===== src/rtl/genius_pkg.sv =====
`default_nettype none
// ============================================================================
// Module      : genius_pkg
// Description : Shared state encoding for the Genius (Simon) game controller.
// Revision    : 1.0 - initial release
// ============================================================================
package genius_pkg;

    localparam int STATE_W = 3;

    localparam logic [STATE_W-1:0] S_INIT       = 3'd0;
    localparam logic [STATE_W-1:0] S_SETUP      = 3'd1;
    localparam logic [STATE_W-1:0] S_PLAY_FPGA  = 3'd2;
    localparam logic [STATE_W-1:0] S_PLAY_USER  = 3'd3;
    localparam logic [STATE_W-1:0] S_CHECK      = 3'd4;
    localparam logic [STATE_W-1:0] S_NEXT_ROUND = 3'd5;
    localparam logic [STATE_W-1:0] S_CLEAR      = 3'd6;
    localparam logic [STATE_W-1:0] S_RESULT     = 3'd7;

endpackage
`default_nettype wire


===== src/rtl/genius_controller_edge_detect.sv =====
`default_nettype none
// ============================================================================
// Module      : edge_detect
// Description : Registered rising-edge detector with a configurable reset
//               value for the history flop.
// Revision    : 1.0 - initial release
// ============================================================================
module edge_detect #(
    parameter logic RESET_VAL = 1'b0
) (
    input  logic clk,
    input  logic rst_n,
    input  logic i_din,
    output logic o_rise
);

    logic r_din_q;

    always_ff @(posedge clk or negedge rst_n) begin
        if (!rst_n) begin
            r_din_q <= RESET_VAL;
        end else begin
            r_din_q <= i_din;
        end
    end

    assign o_rise = i_din & ~r_din_q;

endmodule
`default_nettype wire


===== src/rtl/genius_controller.sv =====
`default_nettype none
// ============================================================================
// Module      : genius_controller
// Description : Moore FSM sequencing the Genius game datapath strobes.
// Revision    : 1.0 - initial release
// ============================================================================
module genius_controller
    import genius_pkg::*;
#(
    parameter int RESULT_HOLD = 4,
    parameter int HOLD_W      = 25
) (
    input  logic               CLOCK_50,
    input  logic               reset,
    input  logic               enter,
    input  logic               end_FPGA,
    input  logic               end_User,
    input  logic               end_time,
    input  logic               win,
    input  logic               match,
    output logic               R1,
    output logic               R2,
    output logic               E1,
    output logic               E2,
    output logic               E3,
    output logic               E4,
    output logic               SEL,
    output logic [STATE_W-1:0] state_o
);

    localparam logic [HOLD_W-1:0] c_hold_max = HOLD_W'(RESULT_HOLD);

    logic [STATE_W-1:0] r_state;
    logic [STATE_W-1:0] w_next_state;
    logic [HOLD_W-1:0]  r_hold_cnt;
    logic               w_enter_rise;
    logic               w_hold_done;

    // History flop resets high so a button held through reset is not a press.
    edge_detect #(
        .RESET_VAL (1'b1)
    ) u_enter_edge (
        .clk    (CLOCK_50),
        .rst_n  (reset),
        .i_din  (enter),
        .o_rise (w_enter_rise)
    );

    assign w_hold_done = (r_hold_cnt == c_hold_max);

    always_ff @(posedge CLOCK_50 or negedge reset) begin
        if (!reset) begin
            r_state <= S_INIT;
        end else begin
            r_state <= w_next_state;
        end
    end

    always_ff @(posedge CLOCK_50 or negedge reset) begin
        if (!reset) begin
            r_hold_cnt <= '0;
        end else if (r_state != S_RESULT) begin
            r_hold_cnt <= '0;
        end else if (w_enter_rise && w_hold_done) begin
            r_hold_cnt <= '0;
        end else if (!w_hold_done) begin
            r_hold_cnt <= r_hold_cnt + 1'b1;
        end
    end

    always_comb begin
        w_next_state = r_state;
        R1  = 1'b0;
        R2  = 1'b0;
        E1  = 1'b0;
        E2  = 1'b0;
        E3  = 1'b0;
        E4  = 1'b0;
        SEL = 1'b0;
        case (r_state)
            S_INIT: begin
                R1  = 1'b1;
                R2  = 1'b1;
                SEL = 1'b1;
                w_next_state = S_SETUP;
            end
            S_SETUP: begin
                E1 = 1'b1;
                if (w_enter_rise) w_next_state = S_PLAY_FPGA;
            end
            S_PLAY_FPGA: begin
                E3  = 1'b1;
                SEL = 1'b1;
                if (end_FPGA) w_next_state = S_PLAY_USER;
            end
            S_PLAY_USER: begin
                E2  = 1'b1;
                SEL = 1'b1;
                // A finished entry wins over a simultaneous timeout.
                if (end_User)      w_next_state = S_CHECK;
                else if (end_time) w_next_state = S_RESULT;
            end
            S_CHECK: begin
                SEL = 1'b1;
                if (match && !win) w_next_state = S_NEXT_ROUND;
                else               w_next_state = S_RESULT;
            end
            S_NEXT_ROUND: begin
                E4  = 1'b1;
                SEL = 1'b1;
                w_next_state = S_CLEAR;
            end
            S_CLEAR: begin
                R2  = 1'b1;
                SEL = 1'b1;
                w_next_state = S_PLAY_FPGA;
            end
            S_RESULT: begin
                if (w_enter_rise && w_hold_done) w_next_state = S_INIT;
            end
            default: begin
                w_next_state = S_INIT;
            end
        endcase
    end

    assign state_o = r_state;

endmodule
`default_nettype wire


===== config.mk =====
export PLATFORM = sky130hd
export DESIGN_NAME = genius_controller
export DESIGN_NICKNAME = d
export VERILOG_FILES = /design/src/rtl/genius_pkg.sv /design/src/rtl/genius_controller_edge_detect.sv /design/src/rtl/genius_controller.sv
export SDC_FILE = /design/constraint.sdc
export NUM_CORES = 1
export LEC_CHECK = 0
export ABC_AREA = 1
export BUFFER_PORTS_ARGS = -buffer_cell sky130_fd_sc_hd__clkbuf_2
export CORE_UTILIZATION = 25
export DETAILED_ROUTE_END_ITERATION = 16
export GPL_ROUTABILITY_DRIVEN = 0
export HOLD_SLACK_MARGIN = 0.15
export PLACE_DENSITY = 0.38
export SLEW_MARGIN = 0
export SYNTH_ARGS = -nofsm -noshare
export SYNTH_HDL_FRONTEND = slang
export SYNTH_HIERARCHICAL = 1
export SYNTH_SLANG_ARGS = --single-unit

===== constraint.sdc =====
create_clock -name CLOCK_50 -period 3 [get_ports CLOCK_50]
set_clock_uncertainty 0.2 [all_clocks]
set_input_delay 0 -clock CLOCK_50 [delete_from_list [all_inputs] [get_ports CLOCK_50]]
set_output_delay 0 -clock CLOCK_50 [all_outputs]
set_load 0.02 [all_outputs]

==> results.ini <==
[global_route]
grt_pass1_vias=1558
grt_pass1_wl_um=7940
antenna_found_initial=0
grt_max_degree=30
grt.total_usage_pct=14.0
overflow=0

[die]
floorplan.initialDensity_pct=26.3
die_w_um=87.5
coreArea_mm2=0.00694
dieArea_mm2=0.00766
rows=30
chipHeight_um=87.5
ios=18

[synthesis]
synth_warnings=6
synth_edf_count=0
syn_avg_cell_area_um2=6.98
synth_area_leaders=dfrtp_1, nor2_1, nand2_1
syn_area_mm2=0.00183
ys_ff_latch=29
yosysSeqAreaShare_pct=39.8
syn_nets=272
synthCells=262
async_flop_share_pct=100
yosys_most_used_dff=dfrtp_1
synth.top_cell.area_share_pct=38.3
synth.distinct_cells=28
synth.largest_area_cell=dfrtp_1

[cts]
cts_hold_buffers=9
cts_made_buffers=5
cts_sinks=29
htree_levels=2
clock-root-buffer=clkbuf_8
worstSkewPairLatency_ps=280
cts_tree=yes
clk_path_buf_depth=2
cts_setup_buffers=0
clk_pin_slew_ps=70
cts_resized=0

[worst_setup_path]
critical_path_class=register to register
crit_path_max_incr_delay_ps=570
path_cells=inv_1, nand2_1, o211ai_1, dlygate4sd3_1, nand3b_1, dlygate4sd3_1, nand4_1, nand2_1
endpoint_kind=register
startpoint_type=register
cp.arrival_ps=2460
cp.required_ps=2970
r2r-start=state_o[1]
cp_slowest_cell=dlygate4sd3_1
path_delay_family=buffers and inverters
cp_max_fo=6
crit_start=state_o[1]
cp_num_buf_inv=3

[final_layout]
layout_commonest_cell=nor2_1
drive_gt1_share_pct=14.2
antennaDiodeCount=0
num-fill-cells=754
area_delta_synth_final_pct=20.9
final_cell_mix=nor2_1, nand2_1, inv_1
nets=304

[route]
dr.first_iter.drc_count=84
finalWirelength_um=4820
drcViolationCount=0
via_per_inst=4.29
wl_per_cell_um=12.3
vias=1677
antenna_left=0
first_pass_iters=4

[power_and_ir_drop]
ir_worst_vdd_mv=0.205
p_int_mw=0.782
leakage_nw=0.963
clkPwrFrac_pct=26.1
power_density_mw_per_mm2=586
swShare_pct=39.6
power_frac_comb_pct=38.5
p_total_mw=1.30
p_switching_mw=0.513
seqPwrFrac_pct=35.4

[hold_path]
min-delay-path-class=input port to asynchronous set/reset pin

[sta]
final-hold-violation-count=0
slew_violations=0
slew_headroom_pct=47.9
fmaxAchievable_mhz=402
rsz0062_at_grt=false
period_needed_ps=2490
period_share_pct=83.0
fin_tns_setup_ps=0
setup_ws_ps=510
worst_slew_pin_slew_ps=782
finalSetupViolCount=0

[place]
pre_cts_slack_ps=1050
numPortBuffers=17
dp.final_hpwl_um=3630

[run]
max-cap-violations=0

[run_status]
status=finished, final reports clean

==> through the flow <==
step | hold slack (ps) | utilization, % | instance area, um2 | std cells
finish | 127 | 31.8 | 2210 | 391
global route | 173 | 31.8 | 2210 | 391
CTS | 158 | 31.8 | 2210 | 391
detailed placement | -95.4 | 29.2 | 2030 | 374
global placement | -99.6 | 29.2 | 2030 | 374
floorplan | -496 | - | 1830 | 262
==> worst paths after layout <==
path	to	slack, ps	depth (start not counted)
worst max-delay path	state_o[1]	510	8
worst min-delay path	r_hold_cnt[21]	130	2
worst max register to register	state_o[1]	510	8
worst min register to register	r_hold_cnt[1]	350	2
max in group asynchronous	r_hold_cnt[5]	1970	2
min in group CLOCK_50	u_enter_edge/r_din_q	170	2
==> cells in the mapped netlist, types with 2 or more instances <==
master,number
a21oi_1,10
dfrtp_1,28
ha_1,2
inv_1,36
inv_2,2
nand2_1,53
nand2_2,4
nand3_1,10
nand3_2,2
nand4_1,6
nor2_1,60
nor2_2,4
nor3_1,15
nor3_4,2
o21ai_0,8
xnor2_1,2
xor2_1,7
==> cell families (layout without fill, tap and decap cells) <==
group | count (synthesis) | in the layout | synth area share [%]
adders and majority gates | 2 | 2 | 1.37
buffers and inverters | 39 | 72 | 8.01
xor gates and xnor gates | 9 | 9 | 4.31
DFF | 29 | 29 | 39.8
AOI/OAI and AO/OA | 23 | 23 | 6.91
and+or+nand+nor | 160 | 160 | 39.6
==> cell type report <==
class                   count  area, um2  share of cell area [%]
multi-input cells         194        955                    43.2
flip-flops and latches     29        727                    32.9
repair buffers             26        175                    7.93
inverters                  38        143                    6.46
well taps                  96        120                    5.44
clock buffers               8       90.1                    4.08
==> metal layers <==
metal / global-route usage, % / vias to the layer above / part of all wire (%)
li1: - / 892 / -
met1: 21.5 / 764 / 55
met2: 19.1 / 16 / 41
met3: 2.84 / 5 / 2.9
met4: 4.47 / 0 / 1.0
met5: 0 / - / 0
==> sequential cells by signal, summed over array words and instances, names as in the netlist <==
name,flops
u_enter_edge/r_din_q,1
r_hold_cnt,25
state_o,3
==> power groups by stage <==
| stage | registers (mW) | logic [mW] | clock network [mW] |
|---|---|---|---|
| floorplan | 0.481 | 0.297 | 0 |
| global placement | 0.467 | 0.467 | 0 |
| detailed placement | 0.466 | 0.456 | 0 |
| CTS | 0.458 | 0.505 | 0.349 |
| global route | 0.464 | 0.561 | 0.366 |
| finish | 0.458 | 0.499 | 0.338 |
No activity file was read; power rests on OpenSTA's default activity.
